## src/rtl/rv32i_pkg.sv

```systemverilog
// rtl/rv32i_pkg.sv - shared RV32I constants and the fetch entry type
package rv32i_pkg;

  localparam int              XLEN             = 32;
  localparam logic [XLEN-1:0] INSTR_NOP        = 32'h0000_0013;
  localparam logic [XLEN-1:0] RESET_PC_DEFAULT = 32'h0000_0000;

  typedef struct packed {
    logic [XLEN-1:0] pc;
    logic [XLEN-1:0] instr;
  } fetch_entry_t;

endpackage

```

## src/rtl/rv32i_fetch_fifo.sv

```systemverilog
// rtl/rv32i_fetch_fifo.sv - synchronous FIFO with flush, count, empty and full
module rv32i_fetch_fifo
  import rv32i_pkg::*;
#(
  parameter int  DEPTH = 2,
  parameter type T     = fetch_entry_t
) (
  input  logic                       i_clk,
  input  logic                       i_rst,
  input  logic                       i_flush,
  input  logic                       i_push,
  input  T                           i_data,
  input  logic                       i_pop,
  output T                           o_data,
  output logic [$clog2(DEPTH+1)-1:0] o_count,
  output logic                       o_empty,
  output logic                       o_full
);

  localparam int AW = (DEPTH > 1) ? $clog2(DEPTH) : 1;
  localparam int CW = $clog2(DEPTH + 1);

  T               r_mem [DEPTH];
  logic [AW-1:0]  r_rd_ptr;
  logic [AW-1:0]  r_wr_ptr;
  logic [CW-1:0]  r_count;
  logic           w_do_push;
  logic           w_do_pop;

  function automatic logic [AW-1:0] next_ptr(input logic [AW-1:0] p);
    return (p == AW'(DEPTH - 1)) ? '0 : p + 1'b1;
  endfunction

  // A full FIFO still accepts a push when the head leaves in the same cycle.
  assign w_do_pop  = i_pop & (r_count != '0);
  assign w_do_push = i_push & ((r_count != CW'(DEPTH)) | w_do_pop);

  always_ff @(posedge i_clk) begin
    if (i_rst || i_flush) begin
      r_rd_ptr <= '0;
      r_wr_ptr <= '0;
      r_count  <= '0;
    end else begin
      if (w_do_push) r_wr_ptr <= next_ptr(r_wr_ptr);
      if (w_do_pop)  r_rd_ptr <= next_ptr(r_rd_ptr);
      case ({w_do_push, w_do_pop})
        2'b10:   r_count <= r_count + 1'b1;
        2'b01:   r_count <= r_count - 1'b1;
        default: r_count <= r_count;
      endcase
    end
  end

  always_ff @(posedge i_clk) begin
    if (w_do_push && !i_flush) r_mem[r_wr_ptr] <= i_data;
  end

  assign o_data  = r_mem[r_rd_ptr];
  assign o_count = r_count;
  assign o_empty = (r_count == '0);
  assign o_full  = (r_count == CW'(DEPTH));

endmodule

```

## src/rtl/rv32i_if_stage.sv

```systemverilog
// rtl/rv32i_if_stage.sv - RV32I instruction fetch stage with in-order memory interface
module rv32i_if_stage
  import rv32i_pkg::*;
#(
  parameter logic [31:0] RESET_PC   = RESET_PC_DEFAULT,
  parameter int          FIFO_DEPTH = 2
) (
  input  logic        i_clk,
  input  logic        i_rst,
  output logic        o_imem_req,
  output logic [31:0] o_imem_addr,
  input  logic        i_imem_gnt,
  input  logic        i_imem_rvalid,
  input  logic [31:0] i_imem_rdata,
  input  logic        i_stall,
  input  logic        i_redirect,
  input  logic [31:0] i_redirect_pc,
  output logic        o_if_valid,
  output logic [31:0] o_if_pc,
  output logic [31:0] o_if_instr
);

  localparam int CW = $clog2(FIFO_DEPTH + 1);

  logic [XLEN-1:0] r_fetch_pc;
  logic [CW-1:0]   r_outstanding;
  logic [CW-1:0]   r_discard_cnt;

  fetch_entry_t    w_fifo_head;
  fetch_entry_t    w_fifo_wdata;
  logic [CW-1:0]   w_fifo_count;
  logic            w_fifo_empty;
  logic            w_fifo_full;
  logic [XLEN-1:0] w_pcq_head;
  logic [CW-1:0]   w_pcq_count;
  logic            w_pcq_empty;
  logic            w_pcq_full;
  logic            w_pop;
  logic            w_issue;
  logic            w_req;
  logic            w_grant;
  logic            w_accept_rsp;
  logic            w_unused;

  assign o_if_valid = ~w_fifo_empty;
  assign w_pop      = o_if_valid & ~i_stall & ~i_redirect;

  // Requests in flight plus buffered entries never exceed the FIFO depth,
  // so every accepted response is guaranteed a free slot.
  assign w_issue = ((int'(r_outstanding) + int'(w_fifo_count)) < FIFO_DEPTH) | w_pop;
  assign w_req   = w_issue & ~i_redirect & ~i_rst;
  assign w_grant = w_req & i_imem_gnt;

  assign w_accept_rsp = i_imem_rvalid & (r_discard_cnt == '0);
  assign w_fifo_wdata = '{pc: w_pcq_head, instr: i_imem_rdata};

  always_ff @(posedge i_clk) begin
    if (i_rst) begin
      r_fetch_pc    <= RESET_PC;
      r_outstanding <= '0;
      r_discard_cnt <= '0;
    end else if (i_redirect) begin
      // Every request still in flight after this cycle belongs to the old path.
      r_fetch_pc    <= {i_redirect_pc[31:2], 2'b00};
      r_outstanding <= r_outstanding - CW'(i_imem_rvalid);
      r_discard_cnt <= r_outstanding - CW'(i_imem_rvalid);
    end else begin
      if (w_grant) r_fetch_pc <= r_fetch_pc + 32'd4;
      case ({w_grant, i_imem_rvalid})
        2'b10:   r_outstanding <= r_outstanding + 1'b1;
        2'b01:   r_outstanding <= r_outstanding - 1'b1;
        default: r_outstanding <= r_outstanding;
      endcase
      if (i_imem_rvalid && r_discard_cnt != '0) r_discard_cnt <= r_discard_cnt - 1'b1;
    end
  end

  rv32i_fetch_fifo #(
    .DEPTH (FIFO_DEPTH),
    .T     (fetch_entry_t)
  ) u_fetch_fifo (
    .i_clk   (i_clk),
    .i_rst   (i_rst),
    .i_flush (i_redirect),
    .i_push  (w_accept_rsp),
    .i_data  (w_fifo_wdata),
    .i_pop   (w_pop),
    .o_data  (w_fifo_head),
    .o_count (w_fifo_count),
    .o_empty (w_fifo_empty),
    .o_full  (w_fifo_full)
  );

  rv32i_fetch_fifo #(
    .DEPTH (FIFO_DEPTH),
    .T     (logic [XLEN-1:0])
  ) u_pc_queue (
    .i_clk   (i_clk),
    .i_rst   (i_rst),
    .i_flush (i_redirect),
    .i_push  (w_grant),
    .i_data  (r_fetch_pc),
    .i_pop   (w_accept_rsp),
    .o_data  (w_pcq_head),
    .o_count (w_pcq_count),
    .o_empty (w_pcq_empty),
    .o_full  (w_pcq_full)
  );

  assign w_unused = &{1'b0, w_fifo_full, w_pcq_full, w_pcq_empty, w_pcq_count};

  assign o_imem_req  = w_req;
  assign o_imem_addr = r_fetch_pc;
  assign o_if_pc     = o_if_valid ? w_fifo_head.pc    : RESET_PC;
  assign o_if_instr  = o_if_valid ? w_fifo_head.instr : INSTR_NOP;

endmodule

```

## config.mk

```make
export PLATFORM = sky130hd
export DESIGN_NAME = rv32i_if_stage
export DESIGN_NICKNAME = d
export VERILOG_FILES = /design/src/rtl/rv32i_pkg.sv /design/src/rtl/rv32i_fetch_fifo.sv /design/src/rtl/rv32i_if_stage.sv
export SDC_FILE = /design/constraint.sdc
export NUM_CORES = 1
export LEC_CHECK = 0
export BUFFER_PORTS_ARGS = -buffer_cell sky130_fd_sc_hd__buf_4
export CAP_MARGIN = 20
export CORE_MARGIN = 5
export CORE_UTILIZATION = 45
export DETAILED_ROUTE_END_ITERATION = 7
export GPL_ROUTABILITY_DRIVEN = 0
export PLACE_DENSITY = 0.75
export SLEW_MARGIN = 25
export SYNTH_ARGS = -nofsm -noshare
export SYNTH_HDL_FRONTEND = slang
export SYNTH_SLANG_ARGS = --single-unit
```

## constraint.sdc

```tcl
create_clock -name i_clk -period 7.3 [get_ports i_clk]
set_input_delay 0.365 -clock i_clk [delete_from_list [all_inputs] [get_ports i_clk]]
set_output_delay 0.365 -clock i_clk [all_outputs]
set_load 0.02 [all_outputs]
```

# --- Word-level counts from Yosys, hierarchy flattened ---
# Memory sizes are Yosys's and may differ from the RTL's. A register that Yosys moved wholly into a read port is not among the register bits.
# Cells that the tools add are included.
word_totals:
  reg_bits: 44
  latch_bits: 0
  ramBits: 192
  romBits: 0
  inputBits: 70
  output_inout_bits: 98
  elab_cells: 90
  n_memories: 2
mem_list:
  columns: ["name", "depth", "width", "read_ports", "rd_ports_with_merged_regs", "wr", "line", "source"]
  rows:
  - ["u_fetch_fifo.r_mem", 2, 64, 1, 1, 1, "rv32i_fetch_fifo.sv:23", "T r_mem [DEPTH];"]
  - ["u_pc_queue.r_mem", 2, 32, 1, 1, 1, "rv32i_fetch_fifo.sv:23", null]
classes:
  addsub: 14
  mul: 0
  div: 0
  n_lt_le_gt_ge: 1
  n_eq_ne: 8
  n_shift: 0
  mux: 22
  bitwise_logic: 17
  n_reduce_logical: 16
ops:
  columns: ["op", "n"]
  rows:
  - ["two-way mux 32 bit", 4]
  - ["adder 32 x 3 -> 32 bit, second input constant", 1]
  - ["nonzero test 2 bit", 7]
  - ["two-way mux 1 bit", 12]
  - ["one-hot mux 2 bit (2 select lines)", 3]
  - ["AND 1 bit", 10]
  - ["subtractor 2 x 1 -> 2 bit, second input constant", 4]
  - ["adder 2 x 1 -> 2 bit, second input constant", 3]
  - ["equality test 2 x 1 -> 1 bit, second input constant", 3]
  - ["equality test 2 bit, second input constant", 3]
  - ["two-way mux 2 bit", 3]
  - ["adder 1 bit, second input constant", 4]
  - ["zero test 2 bit", 2]
  - ["inequality test 2 bit, second input constant", 2]
  - ["NOT 1 bit", 4]
  - ["adder 2 x 2 -> 3 bit", 1]
  - ["logical AND 1 bit", 3]
  - ["< comparator 3 x 2 -> 1 bit, second input constant", 1]
  - ["bitwise OR 1 bit", 3]
  - ["nonzero test 3 bit", 1]
  - ["OR reduction 2 bit", 1]
  - ["subtractor 2 x 1 -> 2 bit", 1]
  - ["zero test 1 bit", 1]
  - ["logical OR 1 bit", 1]

# --- Longest topological paths before layout ---
# Gate-level depths: netlist of the first run.
logic_depth:
  depth_word: 12
  mapped_depth: 10
  mapped_depth_nobuf: 9

# --- By module ---
# Synthesis of the first run repeated with hierarchy kept, for this count alone.
hier_totals:
  hier_cells: 710
  hier_area_um2: 10147.2
by_module_without_submodules:
  columns: ["module", "n_inst", "cells_per_inst", "area_each_um2", "seq_area_each_um2"]
  rows:
  - ["rv32i_fetch_fifo at u_fetch_fifo", 1, 228, 4875.9, 3943.8]
  - ["rv32i_if_stage", 1, 353, 2701.3, 680.7]
  - ["rv32i_fetch_fifo at u_pc_queue", 1, 129, 2570.0, 2021.9]

# --- Worst setup path after synthesis of the first run ---
# Ideal clock, no wire load.
synth_path:
  path_type: "input -> register"
  from: "in i_redirect"
  to: "mem u_fetch_fifo.r_mem[1][0] in the netlist's numbering, enable pin"
  setup_ns: 0.571
  arrival_ns: 5.465
  t_required_ns: 6.729
  setup_slack_ns: 1.264
  stages: 4
  path_buffers: 3
  path_cell_list: "buf_6 -> clkbuf_1 -> clkbuf_1 -> nor3b_1"
synth_between:
  elab_chain_cells: 8
  elab_cells_between_ends: 9
  classes_between: "mux: 2; bitwise: 5; reduce/logical: 2"
synth_lines:
  columns: ["element", "line", "source"]
  rows:
  - ["from (decl)", "rv32i_if_stage.sv:16", "input logic i_redirect,"]
  - ["NOT 1 bit", "rv32i_if_stage.sv:46", "assign w_pop = o_if_valid & ~i_stall & ~i_redirect;"]
  - ["AND 1 bit", "rv32i_if_stage.sv:46", null]
  - ["AND 1 bit", "rv32i_fetch_fifo.sv:35", "assign w_do_pop = i_pop & (r_count != '0);"]
  - ["bitwise OR 1 bit", "rv32i_fetch_fifo.sv:36", "assign w_do_push = i_push & ((r_count != CW'(DEPTH)) | w_do_pop);"]
  - ["AND 1 bit", "rv32i_fetch_fifo.sv:36", null]
  - ["logical AND 1 bit (*)", "rv32i_fetch_fifo.sv:55", "if (w_do_push && !i_flush) r_mem[r_wr_ptr] <= i_data;"]
  - ["two-way mux 1 bit (*)", "rv32i_fetch_fifo.sv:55", null]
  - ["two-way mux 1 bit (not written as such) (*)", "rv32i_fetch_fifo.sv:55", null]
  - ["to (decl)", "rv32i_fetch_fifo.sv:23", null]
# Every way passes the cells marked *; elsewhere a longest branch is shown, timed or not.

# --- Worst setup path in the final report of the first run ---
layout_path:
  from: "reg u_fetch_fifo.r_count[0], in the netlist u_fetch_fifo.o_count[0]"
  to: "mem u_pc_queue.r_mem[1][22] in the netlist's numbering, enable pin"
layout_between:
  elab_chain_cells: 12
  elab_cells_between_ends: 14
  classes_between: "add/sub: 1; order compare: 1; mux: 2; bitwise: 8; reduce/logical: 2"
layout_lines:
  columns: ["element", "line", "source"]
  rows:
  - ["from (decl)", "rv32i_fetch_fifo.sv:26", "logic [CW-1:0] r_count;"]
  - ["from (signal assigned)", "rv32i_fetch_fifo.sv:47", "2'b10: r_count <= r_count + 1'b1;"]
  - ["from (signal assigned)", "rv32i_fetch_fifo.sv:48", "2'b01: r_count <= r_count - 1'b1;"]
  - ["from (signal assigned)", "rv32i_fetch_fifo.sv:49", "default: r_count <= r_count;"]
  - ["parallel branches: the longest is 4 deep, another holds adder 2 x 2 -> 3 bit", null, null]
  - ["bitwise OR 1 bit (*)", "rv32i_if_stage.sv:50", "assign w_issue = ((int'(r_outstanding) + int'(w_fifo_count)) < FIFO_DEPTH) | w_pop;"]
  - ["AND 1 bit (*) (2 in series)", "rv32i_if_stage.sv:51", "assign w_req = w_issue & ~i_redirect & ~i_rst;"]
  - ["AND 1 bit (*)", "rv32i_if_stage.sv:52", "assign w_grant = w_req & i_imem_gnt;"]
  - ["AND 1 bit (*)", "rv32i_fetch_fifo.sv:36", null]
  - ["logical AND 1 bit (*)", "rv32i_fetch_fifo.sv:55", null]
  - ["two-way mux 1 bit (*)", "rv32i_fetch_fifo.sv:55", null]
  - ["two-way mux 1 bit (not written as such) (*)", "rv32i_fetch_fifo.sv:55", null]
  - ["to (decl)", "rv32i_fetch_fifo.sv:23", null]
# Every way passes the cells marked *.

==> reports/qor.yml, run 1 <==
run_status:
  outcome: "completed"
logic_synthesis:
  synth_ff_type: "edfxtp_1"
  synth.distinct_cells: 51
  synth_area_per_cell_um2: 14.1
  async_flop_share_pct: 0
  syn_inst: 662
  ys_warn_count: 0
  syn-cell-area_mm2: 0.00935
  ys_ff_latch: 228
  synth_edf_count: 184
  ys_seq_area_share_pct: 68.5
timing:
  fin_worst_skew_ps: 10.4
  fin_setup_tns_ps: 0
  min_period_ps: 3300
  max-slew-margin-rel_pct: 39.3
  tightest_slew_ps: 910
  rsz0062_at_grt: "no"
  finalCritPeriodShare_pct: 45.1
  worst_slack_ps: 4000
  timing_hold_violations_final: 0
  setup_viol: 0
  holdWs_ps: 48.9
  clock.fmax_mhz: 303
  slew_violations: 0
power_and_ir_drop:
  powerDensity_mw_per_mm2: 253
  power_mw: 2.92
  power.internal_mw: 2.26
  p_leak_nw: 4.08
  p_sw_share_pct: 22.8
  p_clk_share_pct: 39.2
  share_comb_of_total_power_pct: 9.7
  p_switching_uw: 665
  peakVddDrop_mv: 0.132
  seqPwrFrac_pct: 51.1
critical_path:
  endpoint_kind: "flip-flop"
  max_stage_delay_ps: 510
  rr_endpoint: "u_pc_queue.r_mem[1][22]$_DFFE_PP_"
  reg2reg_depth: 7
  regToRegSetupSlack_ps: 4000
  crit_path_top_delay_cell: "dfxtp_1"
  cp_data_required_time_ps: 7470
  arrival_ps: 3460
  path_buf_inv: 1
  worstSetupStartpointType: "flip-flop"
  critPathKind: "reg2reg"
  critical-path-top-delay-family: "simple AND/OR/NAND/NOR gates"
  critPathMaxFanout: 22
  cp_cell_sequence: "and2_1 > fa_1 > or2_2 > a211oi_4 > nand2_1 > nor2_2 > buf_4"
  r2r_start: "u_fetch_fifo.o_count[0]$_SDFFE_PP0P_"
die:
  die_area_mm2: 0.0238
  std_cell_rows: 52
  start_util_pct: 45.9
  die_height_um: 154
  core-area_mm2: 0.0204
  io_pins: 168
  die_x_um: 154
cts:
  cts_htree_levels: 1
  cts_resized: 0
  cts_max_path_buffers: 3
  cts_buffers: 24
  clock-sinks: 228
  clk_latency_ps: 500
  clockRootBuffer: "clkbuf_16"
  cts_hold_buf: 0
  clk_pin_slew_ps: 60
  cts_tree: "yes"
  cts_setup_buffers: 0
layout:
  drive_above_1_share_pct: 30.3
  area_delta_synth_final_pct: 23.8
  antennaDiodeCount: 0
  design_area_mm2: 0.0116
  final_nets: 897
  fill_cells: 1644
  finalNonFillerCells: 1109
  finish.utilization_pct: 56.8
  multiInputGateArea_mm2: 0.00275
  seq_area_mm2: 0.00641
min_path:
  hold_path.class: "in2reg"
  hold_path_end: "u_fetch_fifo.r_mem[1][8]$_DFFE_PP_"
  min_from: "i_imem_rdata[8]"
  whs_path_depth: 1
drt:
  remaining_drc_errors: 0
  drt_iter0_drc: 365
  vias: 5770
  via_per_inst: 5.20
  ant_nets: 0
  postRouteWirelength_mm: 19.7
  wl_per_cell_um: 17.8
  drt_first_pass_iters: 5
grt:
  grt_pass1_vias: 5829
  grt_antenna_before_repair: 0
  grt_usage_pct: 16.0
  grt-ovfl-total: 0
  grt_max_degree: 63
  grt_pass1_wl_mm: 30.9
placement:
  postPlaceCellArea_mm2: 0.0108
  port_buffers: 161
  preCtsSetupSlack_ps: 4010
  dp_cells: 1065
  dp_hpwl_mm: 12.6
run:
  maxCapViolCount: 0
worst reg2reg max path: cells and delay by family (launching register included):
family,cells,cell delay (ps)
and+or+nand+nor,4,1240
DFF,1,510
adders and majority gates,1,420
buffers and inverters,1,420
AOI/OAI and AO/OA,1,350
how the worst max path moves through the flow:
stage	start	endpoint	depth (start not counted)
after floorplan	i_redirect	u_fetch_fifo.r_mem[1][0]$_DFFE_PP_	4
after global placement	u_fetch_fifo.o_count[0]$_SDFFE_PP0P_	u_pc_queue.r_mem[1][25]$_DFFE_PP_	7
after detailed placement	u_fetch_fifo.o_count[0]$_SDFFE_PP0P_	u_pc_queue.r_mem[1][22]$_DFFE_PP_	7
after CTS	u_fetch_fifo.o_count[0]$_SDFFE_PP0P_	u_pc_queue.r_mem[1][22]$_DFFE_PP_	7
after global routing	u_fetch_fifo.o_count[0]$_SDFFE_PP0P_	u_pc_queue.r_mem[0][26]$_DFFE_PP_	7
final	u_fetch_fifo.o_count[0]$_SDFFE_PP0P_	u_pc_queue.r_mem[1][22]$_DFFE_PP_	7
registers in the layout (all words and copies together) (netlist names), named ones only:
signal                 cells
o_imem_addr               30
u_pc_queue.r_wr_ptr        1
u_fetch_fifo.r_mem       124
u_fetch_fifo.o_count       2
r_discard_cnt              2
r_outstanding              2
u_pc_queue.r_mem          60
u_fetch_fifo.r_wr_ptr      1
u_pc_queue.o_count         2
u_fetch_fifo.r_rd_ptr      1
u_pc_queue.r_rd_ptr        1
synth_stat cells, drive strengths merged (6+ instances only):
cell type  instances  area [um2]
nor3               9        45.0
a31oi              8        50.1
nand3              9        45.0
a21oi             11        58.8
mux2              34         383
edfxtp           184        5530
buf               14        96.3
mux2i             65         651
inv                9        33.8
o21ai              6        33.8
and2               9        56.3
dfxtp             44         881
nand2             30         115
clkbuf            25        93.8
a211oi            12         103
xor2               7        61.3
xnor2             26         228
nor2              92         345
nand4              8        56.3
power by group through the flow:
| stage | Combinational, mW | Clock, mW | Sequential [mW] |
|---|---|---|---|
| 2_1_floorplan | 0.160 | 0 | 1.53 |
| 3_3_place_gp | 0.280 | 0 | 1.52 |
| 3_5_place_dp | 0.284 | 0 | 1.52 |
| 4_1_cts | 0.285 | 1.17 | 1.49 |
| 5_1_grt | 0.307 | 1.23 | 1.50 |
| 6_report | 0.282 | 1.15 | 1.49 |
cell type report:
cell class                 instances  share of cell area (%)
sequential                       228                    55.4
multi-input combinational        388                    23.7
timing repair buffer             169                    11.0
clock buffer                      36                    6.21
tap                              270                    2.92
clock inverter                     8                   0.400
inverter                          10                   0.324
metal layers:
metal	wire (um)	track usage, %	up-vias
met2	9640	27.2	177
met4	244	3.83	0
met5	0	0	-
met3	1270	2.95	17
met1	8560	21.5	2807
li1	-	-	2769
kinds of logic after synthesis:
family | synth area share (%)
buffers and inverters | 2.44
other | 0.0401
AO/OA/AOI/OAI | 4.54
AND/OR/NAND/NOR | 9.42
XOR/XNOR | 3.09
adder cells (fa/ha/maj) | 0.883
flip-flops | 68.5
multiplexers | 11.1
layout by cell type (no fill, tap or decap), types with 4 or more instances in the layout:
cell type  netlist  layout
edfxtp_1       184     184
buf_4            7     168
nor2_1          92      89
mux2i_1         65      65
dfxtp_1         44      43
mux2_2          34      34
nand2_1         29      29
xnor2_1         26      26
clkbuf_16        0      26
a211oi_1        11      11
a21oi_1         10      10
inv_1            9       9
and2_1           9       9
nand3_1          9       9
nor3_1           9       8
a31oi_1          8       8
nand4_1          7       7
xor2_1           7       7
clkbuf_1        25       7
clkinv_2         0       6
and3_1           5       5
o21ai_0          5       5
ha_1             5       5
and4_1           4       4
o22ai_1          4       4
o311ai_0         5       4
or4_1            4       4
nor4_1           4       4
or3_1            4       4
conb_1           1       4
Power figures use the tool's default switching activity.
==> inputs of run 2 (changes only) <==
- clock period: 7.3 -> 3.2 ns (I/O delays scaled with it)
==> run 2 against run 1 <==
Effect of this change:
- core utilization grew 3.3 points
- clock power rose by 130%
- non-clock buffer count grew 65
- critical endpoint is now u_pc_queue.o_count[1]$_SDFFE_PP0P_
- largest cell class unchanged
==> reports/qor.yml, run 2 (same netlist as run 1, synthesis figures left out) <==
grt:
  grt_usage_pct: 16.9
  met3_usage_pct: 2.73
  use_met2_pct: 29.0
  grt_util_met1_pct: 22.2
  grt_pass1_vias: 6094
  grt_max_degree: 61
  grt_antenna_before_repair: 0
  grt_busiest_layer: "met2"
  grt_pass1_wl_mm: 32.7
  grt-ovfl-total: 0
power_and_ir_drop:
  peakVddDrop_mv: 0.442
  powerDensity_mw_per_mm2: 555
  p_leak_nw: 4.36
timing:
  min_period_ps: 2910
  worst_slack_ps: 291
  rsz0062_at_grt: "no"
  tightest_slew_ps: 913
  slew_violations: 0
  max-slew-margin-rel_pct: 39.2
  finalCritPeriodShare_pct: 90.9
  setup_viol: 0
  clock.fmax_mhz: 344
  fin_setup_tns_ps: 0
  holdWs_ps: 62.9
  timing_hold_violations_final: 0
  fin_worst_skew_ps: 8.63
layout:
  final_cell_mix: "184 x edfxtp_1, 175 x buf_4, 89 x nor2_1"
  top_register: "u_fetch_fifo.r_mem"
  antennaDiodeCount: 0
  final_common_cell: "edfxtp_1"
  largest_reg_flops: 124
  final_nets: 962
  area_delta_synth_final_pct: 30.9
  finalNonFillerCells: 1174
  drive_above_1_share_pct: 28.4
drt:
  postRouteWirelength_mm: 20.6
  remaining_drc_errors: 0
  ant_nets: 0
  wl_per_cell_um: 17.5
  vias: 6048
  drt_iter0_drc: 330
  drt_first_pass_iters: 5
  via_per_inst: 5.15
cts:
  cts_max_path_buffers: 3
  clockRootBuffer: "clkbuf_16"
  cts_htree_levels: 1
  clk_pin_slew_ps: 60
  clk_latency_ps: 500
  cts_tree: "yes"
  cts_setup_buffers: 0
  cts_buffers: 24
  clock-sinks: 228
critical_path:
  arrival_ps: 3330
  critPathKind: "reg2reg"
  worstSetupStartpointType: "flip-flop"
  max_stage_delay_ps: 540
  cp_cell_sequence: "and2_1 > fa_1 > or2_2 > a211oi_4 > nand2_1 > ha_1 > or3_1 > a21oi_1"
  critical-path-top-delay-family: "simple AND/OR/NAND/NOR gates"
  critPathMaxFanout: 7
  path_buf_inv: 0
  crit_path_top_delay_cell: "dfxtp_1"
  cp_data_required_time_ps: 3620
  endpoint_kind: "flip-flop"
placement:
  dp_hpwl_mm: 13.2
  preCtsSetupSlack_ps: 342
  port_buffers: 161
  dp_cells: 1072
die:
  io_pins: 168
  start_util_pct: 45.9
  die_height_um: 154
  die_x_um: 154
  std_cell_rows: 52
  core-area_mm2: 0.0204
  die_area_mm2: 0.0238
min_path:
  hold_path.class: "in2reg"
run_status:
  outcome: "completed"
run:
  maxCapViolCount: 0
-- run 2: worst paths after layout --
path | from | to | cells past startpoint | slack, ps
setup / recovery | u_fetch_fifo.o_count[0]$_SDFFE_PP0P_ | u_pc_queue.o_count[1]$_SDFFE_PP0P_ | 8 | 290
hold / removal | i_redirect_pc[19] | o_imem_addr[19]$_SDFFE_PP0P_ | 4 | 60
setup reg to reg | u_fetch_fifo.o_count[0]$_SDFFE_PP0P_ | u_pc_queue.o_count[1]$_SDFFE_PP0P_ | 8 | 290
hold reg to reg | u_pc_queue.r_rd_ptr$_SDFFE_PP0P_ | u_pc_queue.r_rd_ptr$_SDFFE_PP0P_ | 2 | 530
-- run 2: final cells by class --
cell class              instances  area [um2]
well taps                     270         338
multi-input cells             388        2760
clock inverters                 5        55.1
fillers                      1591        8130
repair buffers                234        1910
clock buffers                  39         718
inverters                      10        37.5
flip-flops and latches        228        6410
-- run 2: metrics by stage --
stage	total power [mW]	instance area, um2	utilization (%)
final	6.79	12200	60.1
after global routing	7.06	12200	60.1
after CTS	6.86	12200	60.1
after detailed placement	4.14	10900	53.4
after global placement	4.12	10900	53.4
after floorplan	3.84	9370	-
-- run 2: power by group --
part | internal, mW | switching, mW | leakage [nW]
logic | 0.324 | 0.390 | 1.94
clock network | 1.61 | 1.05 | 0.373
registers | 3.33 | 0.0884 | 2.05
total | 5.27 | 1.53 | 4.36
-- run 2: routing by layer --
layer | up-vias | wire length (um)
met2 | 160 | 10300
met5 | - | 0
met4 | 0 | 465
met3 | 37 | 1100
li1 | 2897 | -
met1 | 2954 | 8720
-- run 2: tightest hold or removal path, stage by stage --
cell,delay [ps]
buf_4,80
and2_1,110
a31oi_1,40
o22ai_1,130
-- run 2: what timing repair did --
item,in CTS,in global routing
endpoints found under the hold margin,90,0
gates resized for setup,0,0
setup endpoints to repair,0,0
hold buffers,58,0
==> inputs of run 3 (changes only) <==
- CORE_UTILIZATION: 45 -> 40
- PLACE_DENSITY: 0.75 -> 0.68
==> run 3 against run 2 <==
Effect of this change:
- sequential power about the same
- register-to-register slack improved by 97 ps
- hold slack got worse by 1.4 ps
- first-iteration DRC count decreased by 23%
- setup slack improved by 97 ps
- clock power decreased by 3%
- die area increased by 12%
- core utilization decreased by 7.2 points
==> reports/qor.yml, run 3 (same netlist as run 1, synthesis figures left out) <==
critical_path:
  worstSetupStartpointType: "flip-flop"
  cp_data_required_time_ps: 3630
  arrival_ps: 3250
  critPathMaxFanout: 7
  critPathKind: "reg2reg"
  endpoint_kind: "flip-flop"
timing:
  tightest_slew_ps: 942
  rsz0062_at_grt: "no"
  holdWs_ps: 61.5
  slew_violations: 0
  fin_worst_skew_ps: 10.3
  timing_hold_violations_final: 0
  finalCritPeriodShare_pct: 87.9
  setup_viol: 0
  max-slew-margin-rel_pct: 37.2
  clock.fmax_mhz: 356
  worst_slack_ps: 388
  min_period_ps: 2810
placement:
  dp_hpwl_mm: 12.6
  dp_cells: 1118
  preCtsSetupSlack_ps: 408
  port_buffers: 161
  postPlaceCellArea_mm2: 0.0110
power_and_ir_drop:
  peakVddDrop_mv: 0.398
  power_mw: 6.72
  p_leak_nw: 4.35
  powerDensity_mw_per_mm2: 546
cts:
  cts_tree: "yes"
  clk_latency_ps: 500
  clockRootBuffer: "clkbuf_16"
  cts_buffers: 24
  clk_pin_slew_ps: 60
  cts_htree_levels: 1
  cts_max_path_buffers: 3
  clock-sinks: 228
  cts_resized: 0
layout:
  design_area_mm2: 0.0123
  largest_reg_flops: 124
  fill_cells: 1998
  top_register: "u_fetch_fifo.r_mem"
  final_common_cell: "edfxtp_1"
  finalNonFillerCells: 1220
  final_nets: 959
  antennaDiodeCount: 0
  final_cell_mix: "184 x edfxtp_1, 168 x buf_4, 89 x nor2_1"
  area_delta_synth_final_pct: 31.5
  drive_above_1_share_pct: 28.5
grt:
  grt_usage_pct: 15.2
  grt_pass1_wl_mm: 32.2
  grt_antenna_before_repair: 0
  grt_max_degree: 63
  grt_pass1_vias: 5854
  grt-ovfl-total: 0
drt:
  met2WireLength_mm: 9.74
  postRouteWirelength_mm: 20.6
  highest_layer: "met4"
  wl_met1_mm: 9.22
  dr_wl_met3_mm: 1.21
  drt_iter0_drc: 253
  via_per_inst: 4.89
  vias: 5967
  wl_per_cell_um: 16.9
  remaining_drc_errors: 0
  drt_first_pass_iters: 6
  ant_nets: 0
die:
  core-area_mm2: 0.0233
  std_cell_rows: 56
  die_area_mm2: 0.0265
  start_util_pct: 40.2
  io_pins: 168
  die_height_um: 163
  die_x_um: 163
min_path:
  hold_path.class: "in2reg"
run:
  maxCapViolCount: 0
run_status:
  outcome: "completed"
==> run 3: cell count changes in the layout (fill, tap and decap cells not counted), sizes merged <==
cell,previous run,this run
clkbuf,39,29
clkinv,3,13
buf,176,173
==> run 3: per-layer routing <==
layer / up-vias / GRT usage (%)
met1: 2868 / 21.0
li1: 2888 / -
met3: 34 / 3.04
met2: 177 / 25.2
met4: 0 / 3.32
met5: - / 0
==> run 3: worst paths after layout <==
path                                                      startpoint                                  to  slack (ps)  cells after the start
worst min register to register    u_fetch_fifo.r_rd_ptr$_SDFFE_PP0P_                           flip-flop         520                      2
worst max register to register  u_fetch_fifo.o_count[0]$_SDFFE_PP0P_  u_pc_queue.o_count[1]$_SDFFE_PP0P_         390                      8
worst min-delay path                                   i_imem_rvalid       r_discard_cnt[0]$_SDFFE_PP0P_          60                      3
worst max-delay path            u_fetch_fifo.o_count[0]$_SDFFE_PP0P_  u_pc_queue.o_count[1]$_SDFFE_PP0P_         390                      8
==> run 3: cell type report <==
cell class,count,area (um2),area share (%)
timing repair buffer,231,1940,15.8
clock buffer,29,641,5.21
sequential,228,6410,52.1
inverter,10,37.5,0.305
tap,319,399,3.25
multi-input combinational,388,2760,22.5
clock inverter,15,105,0.855
==> run 3: repair_timing <==
action / in CTS / in global routing
setup buffers: 0 / 0
hold buffers: 58 / 0
hold endpoints to repair: 90 / 0
==> run 3: through the flow <==
| stage | util [%] | setup TNS (ps) |
|---|---|---|
| 2_1_floorplan | - | -69570 |
| 3_3_place_gp | 47.1 | 0 |
| 3_5_place_dp | 47.1 | 0 |
| 4_1_cts | 52.9 | 0 |
| 5_1_grt | 52.9 | 0 |
| 6_report | 52.9 | 0 |
==> run 3: worst max-delay path: stages, from the launching register on <==
cell	delay (ps)
dfxtp_1	500
and2_1	190
fa_1	420
or2_2	360
a211oi_4	220
nand2_1	170
ha_1	360
or3_1	360
a21oi_1	150
==> run 3: power by group <==
| group | leakage [nW] | internal, mW | total, mW | switching (mW) |
|---|---|---|---|---|
| Clock | 0.369 | 1.51 | 2.58 | 1.07 |
| Combinational | 1.93 | 0.331 | 0.723 | 0.392 |
| Sequential | 2.05 | 3.33 | 3.41 | 0.0857 |
